`src/rtl/v7_pulse_generator.sv`:
```
// v7_pulse_generator: synthetic detector-pulse source for the variant-7
// shaping filter; linear rise then shift-based exponential decay.
`timescale 1ns/1ps
module v7_pulse_generator #(
   parameter int SIZE_ADC_DATA = 14,
   parameter int RISE_SHIFT    = 2,
   parameter int DECAY_SHIFT   = 4
) (
   input  logic                     clk,
   input  logic                     reset,
   input  logic                     start,
   input  logic                     abort,
   input  logic [SIZE_ADC_DATA-1:0] amplitude,
   input  logic [SIZE_ADC_DATA-1:0] baseline,
   output logic [SIZE_ADC_DATA-1:0] adc_data,
   output logic                     busy,
   output logic                     done,
   output logic [15:0]              pulse_count
);

   localparam int W  = SIZE_ADC_DATA;
   localparam int CW = RISE_SHIFT + 1;

   // last rise count before the peak sample (R-1)
   localparam logic [CW-1:0] CNT_LAST = CW'((1 << RISE_SHIFT) - 1);
   localparam logic [CW-1:0] CNT_ONE  = CW'(1);

   typedef enum logic [1:0] {
      IDLE,
      RISE,
      DECAY
   } state_t;

   state_t        state;
   state_t        state_nx;
   logic [W-1:0]  e;
   logic [W-1:0]  e_nx;
   logic [W-1:0]  amp;
   logic [W-1:0]  amp_nx;
   logic [W-1:0]  step;
   logic [W-1:0]  step_nx;
   logic [CW-1:0] cnt;
   logic [CW-1:0] cnt_nx;
   logic [15:0]   count_q;
   logic [15:0]   count_nx;
   logic          done_nx;
   logic [W-1:0]  d;
   logic [W:0]    sum;
   logic [W-1:0]  adc_nx;
   logic          start_ok;

   assign d        = e >> DECAY_SHIFT;
   assign start_ok = start && !abort;

   // next-state and next-excursion decode for the pulse shape
   always_comb begin
      state_nx = state;
      e_nx     = e;
      amp_nx   = amp;
      step_nx  = step;
      cnt_nx   = cnt;
      count_nx = count_q;
      done_nx  = 1'b0;
      unique case (state)
         IDLE: begin
            e_nx = '0;
            if (start_ok) begin
               amp_nx  = amplitude;
               step_nx = amplitude >> RISE_SHIFT;
               if (RISE_SHIFT == 0) begin
                  e_nx     = amplitude;
                  state_nx = DECAY;
               end else begin
                  e_nx     = amplitude >> RISE_SHIFT;
                  cnt_nx   = CNT_ONE;
                  state_nx = RISE;
               end
            end
         end
         RISE: begin
            if (abort) begin
               e_nx     = '0;
               state_nx = IDLE;
            end else if (cnt == CNT_LAST) begin
               e_nx     = amp;
               state_nx = DECAY;
            end else begin
               e_nx   = e + step;
               cnt_nx = cnt + CNT_ONE;
            end
         end
         DECAY: begin
            if (abort) begin
               e_nx     = '0;
               state_nx = IDLE;
            end else if (d == '0) begin
               e_nx     = '0;
               state_nx = IDLE;
               done_nx  = 1'b1;
               count_nx = count_q + 16'd1;
            end else begin
               e_nx = e - d;
            end
         end
         default: begin
            e_nx     = '0;
            state_nx = IDLE;
         end
      endcase
   end

   // baseline plus excursion, clamped to the top code of the ADC bus
   always_comb begin
      sum    = {1'b0, baseline} + {1'b0, e_nx};
      adc_nx = sum[W] ? {W{1'b1}} : sum[W-1:0];
   end

   // all state and registered outputs, synchronous active-low reset
   always_ff @(posedge clk) begin
      if (!reset) begin
         state    <= IDLE;
         e        <= '0;
         amp      <= '0;
         step     <= '0;
         cnt      <= '0;
         count_q  <= '0;
         adc_data <= '0;
         busy     <= 1'b0;
         done     <= 1'b0;
      end else begin
         state    <= state_nx;
         e        <= e_nx;
         amp      <= amp_nx;
         step     <= step_nx;
         cnt      <= cnt_nx;
         count_q  <= count_nx;
         adc_data <= adc_nx;
         busy     <= (state_nx != IDLE);
         done     <= done_nx;
      end
   end

   assign pulse_count = count_q;

endmodule

```
`config.mk`:
```
export PLATFORM = sky130hd
export DESIGN_NAME = v7_pulse_generator
export DESIGN_NICKNAME = d
export VERILOG_FILES = /design/src/rtl/v7_pulse_generator.sv
export SDC_FILE = /design/constraint.sdc
export NUM_CORES = 1
export LEC_CHECK = 0
export ABC_AREA = 1
export BUFFER_PORTS_ARGS = -buffer_cell sky130_fd_sc_hd__buf_2
export CAP_MARGIN = 20
export CORE_MARGIN = 8
export CORE_UTILIZATION = 30
export CTS_BUF_LIST = sky130_fd_sc_hd__clkbuf_2 sky130_fd_sc_hd__clkbuf_4 sky130_fd_sc_hd__clkbuf_8
export CTS_CLUSTER_SIZE = 30
export DETAILED_ROUTE_END_ITERATION = 10
export PLACE_DENSITY = 0.47
export SLEW_MARGIN = 40
export SYNTH_ARGS = -nofsm -noshare
export SYNTH_HDL_FRONTEND = slang
export SYNTH_SLANG_ARGS = --single-unit
```
`constraint.sdc`:
```
create_clock -name clk -period 3.1 [get_ports clk]
set_clock_uncertainty 0.1 [all_clocks]
set_input_delay 0.155 -clock clk [delete_from_list [all_inputs] [get_ports clk]]
set_output_delay 0.155 -clock clk [all_outputs]
set_load 0.01 [all_outputs]
```
==> summary.md, run 1 <==
| Metric | Value |
|---|---|
| Cells after DPL | 1,119 |
| Total grt overflow | 0 |
| Highest clock rate | 0.3244 GHz |
| Area Overhead vs Synth | 57.47% |
| WS Path Type | reg2reg |
| # fillers | 1,555 |
| Status | finished, final reports clean |
| DRC viols | 0 |
| Final wirelength | 17.61 mm |
| Die Span Y | 142.3 um |
| Clock Latency Late Sink | 0.36 ns |
| Register area share after synthesis | 0.2720 |
| DRT iter0 DRCs | 380 |
| Vias in the first global route | 5,417 |
| RSZ-0062 raised after global routing | yes |
| Die X | 142.3 um |
| Net Sw Power | 0.7674 mW |
| Remaining antenna violation count | 0 |
| Cell area after synthesis | 4783 um^2 |
| Synth Area per Inst | 6.447 um^2 |
| Hold Path Class | in2reg |
| CP max FO | 6 |
| First-pass GRT wire length | 27.29 mm |
| Vias per Instance | 4.808 |
| Int Power | 1.561 mW |
| Final period util | 0.9942 |
| Gr usage total | 0.1698 |
| Worst setup EP type | flip-flop |
| Net Count, Synth | 816 |
| Pin count of the biggest net entering global routing | 35 |
| Share of power burned in registers | 0.385 |
| Worst endpoint required time | 3.22 ns |
| Startpoint Class | flip-flop |
| Fin util | 0.4794 |
| Top FF cell, synth | dfxtp_1 |
| CTS tree | done |
| Antenna diodes | 0 |
| Async SR Flop Fraction | 0 |
| Count of final setup violators | 0 |
| CTS root buffer | clkbuf_8 |
| Final worst path period need | 3.082 ns |
| Ys Warns | 0 |
| Via Count | 5,563 |
| Max_cap viols | 0 |
| Worst relative slew slack | 0.6423 |
| Post-synth EDFFs | 0 |
| VDD IR max | 230.9 uV |
| Max clock buf depth | 2 |
| Switch share | 0.3296 |
| Cell count after synthesis | 742 |
| Clock share of power | 0.322 |
| P_leak | 3.501 nW |
| Core area | 15,710 um^2 |
| CTS sink count | 65 |
| CTS Buf Count | 9 |
| Ports | 64 |
| Seq cells post-synth | 65 |
| Tightest Pin Transition | 0.5333 ns |
| Num rows | 46 |
| Setup_tns | 0 ns |
| IO Port Bufs | 63 |
| Fin. max-slew vios | 0 |
| DP Wirelength | 13.56 mm |
| Cell Count, Final, Fillers Out | 1,157 |
| Yosys cell types | 46 |
| Fin nets | 1,010 |
| Total die area | 20,240 um^2 |
| Share of layout cells above drive strength 1 | 0.4357 |
| Pwr per Cell Area | 309.1 nW/um^2 |
| Hold Vio Cnt, Final | 0 |
| Clock Pin Slew Worst Setup and Hold Paths | 0.08 ns |
| Comb power frac | 0.293 |
| Final GP Congestion | 0.9576 |
| Wire per inst | 15.22 um |
| Drt first pass iters | 7 |
| Pwr Total | 2.328 mW |
| H-tree levels | 3 |
| WP data arrival | 3.20 ns |
| Initial cell density of the core | 0.3044 |
| Hold_ws | 0.02653 ns |
| Initial antenna violation count | 0 |
[metal layers]
metal / track usage / share of wire / up-vias
li1: - / - / 2818
met1: 0.2205 / 0.47 / 2582
met2: 0.2764 / 0.47 / 122
met3: 0.02986 / 0.042 / 41
met4: 0.05879 / 0.025 / 0
met5: 0 / 0 / -
[worst paths after layout]
path,start,slack (ns),cells after the start,end
worst max-delay path,e[1],0.02,17,adc_data[13]
worst min-delay path,amplitude[8],0.03,3,amp[8]
worst max register to register,e[1],0.02,17,adc_data[13]
worst min register to register,pulse_count[4],0.36,2,pulse_count[4]
[power by group through the flow]
stage / logic [mW] / clock network (mW) / registers, mW
finish: 0.681 / 0.750 / 0.897
global route: 0.745 / 0.807 / 0.901
CTS: 0.561 / 0.772 / 0.896
detailed placement: 0.514 / 0 / 0.912
global placement: 0.514 / 0 / 0.913
floorplan: 0.275 / 0 / 0.918
[stage by stage]
step           setup slack [ns]  area, um^2
6_report                0.01783        7532
5_1_grt                 -0.1233        7532
4_1_cts                -0.01099        6691
3_5_place_dp            -0.2848        6143
3_3_place_gp            -0.2534        6143
2_1_floorplan           0.03486        4783
[cell type report]
class	count	area (um^2)	area share
clock buffer	9	123.9	0.01645
multi-input combinational	568	4005	0.5317
inverter	96	362.8	0.04817
sequential	65	1343	0.1782
clock inverter	7	70.07	0.009302
tap	216	270.3	0.03588
timing repair buffer	196	1358	0.1802
[cell usage in the layout, fill, tap and decap left out, types with 17 or more instances in the layout]
cell	netlist	layout
buf_2	2	63
o21ai_0	29	17
nor2_1	79	56
dfxtp_1	65	46
nand3_2	1	18
ha_4	0	32
nand2_2	2	34
nor2_2	3	18
nand2_1	193	160
inv_2	10	22
nand3_1	58	40
inv_1	85	72
buf_4	0	118
a21oi_1	75	57
[cells in the mapped netlist (6+ instances only)]
| master | count | area (um^2) |
|---|---|---|
| nand4_1 | 12 | 75.07 |
| inv_1 | 85 | 319.1 |
| nand3_1 | 58 | 290.3 |
| nor3_1 | 8 | 40.04 |
| nor2_1 | 79 | 296.5 |
| inv_2 | 10 | 37.54 |
| a31oi_1 | 6 | 37.54 |
| o21ai_0 | 29 | 145.1 |
| xnor2_1 | 9 | 78.83 |
| a21oi_1 | 75 | 375.4 |
| o21ai_1 | 7 | 35.03 |
| xor2_1 | 13 | 113.9 |
| ha_1 | 39 | 488.0 |
| dfxtp_1 | 65 | 1301 |
| clkbuf_1 | 10 | 37.54 |
| nand2_1 | 193 | 724.4 |
[worst max-delay path, stage by stage (launching register included)]
cell	delay (ns)
dfxtp_2	0.35
buf_4	0.13
ha_1	0.30
nand3_2	0.12
a31oi_1	0.25
nor3_2	0.10
o21ai_2	0.16
buf_4	0.13
nand2_1	0.08
ha_4	0.25
a21oi_2	0.15
nand2_2	0.10
a21boi_4	0.20
inv_2	0.07
a21oi_4	0.21
inv_4	0.08
nor2_1	0.10
a21oi_1	0.06
[registers in the layout (all words and copies together) (netlist names)]
name	count
adc_data	14
amp	14
busy	1
cnt	3
done	1
e	14
pulse_count	16
state	2
[repair_timing]
item,CTS,global route
buffers inserted,0,12
pin swaps,8,55
resized for setup,59,177
endpoints found under the setup margin,14,14
hold endpoints to repair,13,0
hold buffers,10,0
[cell families (layout without fill, tap and decap cells)]
kind of cell,count (synthesis),after routing,synth area share
AND/OR/NAND/NOR,370,370,0.3309
buffers and inverters,109,308,0.08763
XOR/XNOR,22,22,0.04028
flip-flops,65,65,0.2720
adder cells (fa/ha/maj),42,42,0.1146
AO/OA/AOI/OAI,134,134,0.1546
Note: power is estimated with default switching activity, not from simulation.
==> run 2: changes to the inputs <==
==> constraint.sdc (replaced) <==
create_clock -name clk -period 3.1 [get_ports clk]
set_clock_uncertainty 0.1 [all_clocks]
set_input_delay 0.62 -clock clk [delete_from_list [all_inputs] [get_ports clk]]
set_output_delay 0.62 -clock clk [all_outputs]
set_load 0.01 [all_outputs]
==> summary.md, run 2 (same netlist as run 1, synthesis figures left out) <==
| Metric | Value |
|---|---|
| Status | finished, final reports clean |
| Clock Latency Late Sink | 0.36 ns (about the same) |
| Num rows | 46 (unchanged) |
| First-pass GRT wire length | 27.06 mm (-0.84%) |
| Final GP Congestion | 0.8806 (-8.0%) |
| H-tree levels | 3 (unchanged) |
| Pwr per Cell Area | 309.0 nW/um^2 (about the same) |
| Highest clock rate | 0.3312 GHz (+2.1%) |
| Clock Pin Slew Worst Setup and Hold Paths | 0.08 ns (about the same) |
| Area Overhead vs Synth | 56.87% |
| Hold Vio Cnt, Final | 0 (unchanged) |
| Drt first pass iters | 5 (-2) |
| CP cell instances | ha_4 > inv_2 > fa_2 > nor2_2 > nor2_2 > xnor2_1 > nor2_1 > o22ai_2 > nand2_2 > nand2_2 > ha_4 > a21oi_4 > buf_4 > o21ai_2 > nand2_1 > o2111ai_2 > xnor2_2 > a21oi_1 |
| Most frequent cells in the layout | 157 x nand2_1, 123 x buf_4, 73 x inv_1 |
| Max_cap viols | 0 (unchanged) |
| IO Port Bufs | 63 (unchanged) |
| Initial cell density of the core | 0.3044 (unchanged) |
| P_leak | 3.535 nW (+0.97%) |
| Antenna diodes | 0 (unchanged) |
| Initial antenna violation count | 0 (unchanged) |
| # fillers | 1,567 (+0.77%) |
| Worst setup EP type | flip-flop |
| Pin count of the biggest net entering global routing | 41 (+17%) |
| CP peak stage delay | 0.38 ns (+0.03 ns) |
| Count of final setup violators | 0 (unchanged) |
| Startpoint Class | flip-flop |
| Vias per Instance | 4.806 (about the same) |
| Fin. max-slew vios | 0 (unchanged) |
| Die Span Y | 142.3 um (unchanged) |
| WS Path Type | reg2reg |
| Total grt overflow | 0 (unchanged) |
| WP data arrival | 3.14 ns (-0.06 ns) |
| Final period util | 0.9740 (-0.02025) |
| CTS sink count | 65 (unchanged) |
| Remaining antenna violation count | 0 (unchanged) |
| DRT iter0 DRCs | 289 (-24%) |
| GR Layer Usage met2 | 0.2874 (+0.01107) |
| Max reg flops | 16 (unchanged) |
| Tightest Pin Transition | 0.4862 ns (-0.04710 ns) |
| DRC viols | 0 (unchanged) |
| CTS root buffer | clkbuf_8 |
| Most used routing layer | met2 |
| Hold Path Class | reg2reg |
| Final wirelength | 17.28 mm (-1.8%) |
| CTS Buf Count | 9 (unchanged) |
| Cell Count, Final, Fillers Out | 1,152 (-0.43%) |
| Commonest non-fill, non-tap cell in the layout | nand2_1 |
| Ports | 64 (unchanged) |
| Wire per inst | 15.00 um (-1.4%) |
| Core area | 15,710 um^2 (unchanged) |
| CTS Hold Bufs | 0 (-10) |
| Pwr Total | 2.319 mW (-0.41%) |
| Cells after DPL | 1,128 (+0.80%) |
| Hold_ws | 0.3768 ns (+0.3502 ns) |
| Worst relative slew slack | 0.6729 (+0.03061) |
| Met3 Use GR | 0.03053 (+0.0006709) |
| Final worst path period need | 3.019 ns (-0.06277 ns) |
| Share of layout cells above drive strength 1 | 0.4476 (+0.01194) |
| RSZ-0062 raised after global routing | yes |
| Routing usage on met1 | 0.2087 (-0.01184) |
| Worst endpoint required time | 3.22 ns (about the same) |
| VDD IR max | 260.5 uV (+13%) |
| Fin nets | 1,005 (-0.50%) |
| CP max FO | 4 (-2) |
| Vias in the first global route | 5,510 (+1.7%) |
| CTS tree | done |
| DP Wirelength | 13.21 mm (-2.6%) |
| Seq. cell area | 1338 um^2 (-0.37%) |
| Area of the multi-input gates | 4043 um^2 (+0.94%) |
| Slowest cell on crit path | fa_2 |
| Max clock buf depth | 2 (unchanged) |
| Total die area | 20,240 um^2 (unchanged) |
| Die X | 142.3 um (unchanged) |
| Via Count | 5,537 (-0.47%) |
| Gr usage total | 0.1675 (-0.002302) |
-- run 2: path summary, 6_finish.rpt --
| check | from | endpoint | slack, ns | depth (start not counted) |
|---|---|---|---|---|
| hold / removal | pulse_count[4] | pulse_count[4] | 0.38 | 2 |
| setup reg to reg | amp[2] | adc_data[11] | 0.08 | 18 |
| hold reg to reg | pulse_count[4] | pulse_count[4] | 0.38 | 2 |
| setup / recovery | amp[2] | adc_data[11] | 0.08 | 18 |
-- run 2: worst max-delay path, delay by kind of cell (launching register included) --
| kind | cells | cell delay, ns |
|---|---|---|
| AOI/OAI and AO/OA | 5 | 0.64 |
| and+or+nand+nor | 6 | 0.52 |
| adders and majority gates | 3 | 0.75 |
| xor gates and xnor gates | 2 | 0.36 |
| DFF | 1 | 0.37 |
| buffers and inverters | 2 | 0.16 |
-- run 2: layout make-up --
class	instances	area share
clock inverter	7	0.009505
sequential	65	0.1783
tap	216	0.03602
multi-input combinational	568	0.5388
timing repair buffer	191	0.1726
clock buffer	9	0.01651
inverter	96	0.04836
-- run 2: where the power goes --
group	switching, mW	leakage (nW)	total [mW]	internal [mW]
combinational	0.362	2.89	0.680	0.318
sequential	0.0253	0.540	0.894	0.869
clock	0.373	0.103	0.744	0.371
total	0.760	3.53	2.32	1.56
-- run 2: timing repair --
action / CTS / global route
setup endpoints to repair: 14 / 14
pin swaps: 12 / 64
resized for setup: 64 / 175
setup buffers: 2 / 7
-- run 2: layer usage --
metal,vias up,part of all wire
li1,2817,-
met1,2579,0.45
met2,119,0.49
met3,22,0.042
met4,0,0.017
met5,-,0
-- run 2: metrics by stage --
| stage | setup WS, ns | utilization | setup TNS [ns] | area (um^2) |
|---|---|---|---|---|
| 6_report | 0.08060 | 0.4775 | 0 | 7503 |
| 5_1_grt | -0.08263 | 0.4775 | -0.6571 | 7503 |
| 4_1_cts | 0.0004339 | 0.4275 | 0 | 6718 |
| 3_5_place_dp | -0.2646 | 0.3953 | -3.240 | 6211 |
| 3_3_place_gp | -0.2923 | 0.3953 | -3.426 | 6211 |
| 2_1_floorplan | 0.03486 | - | 0 | 4783 |
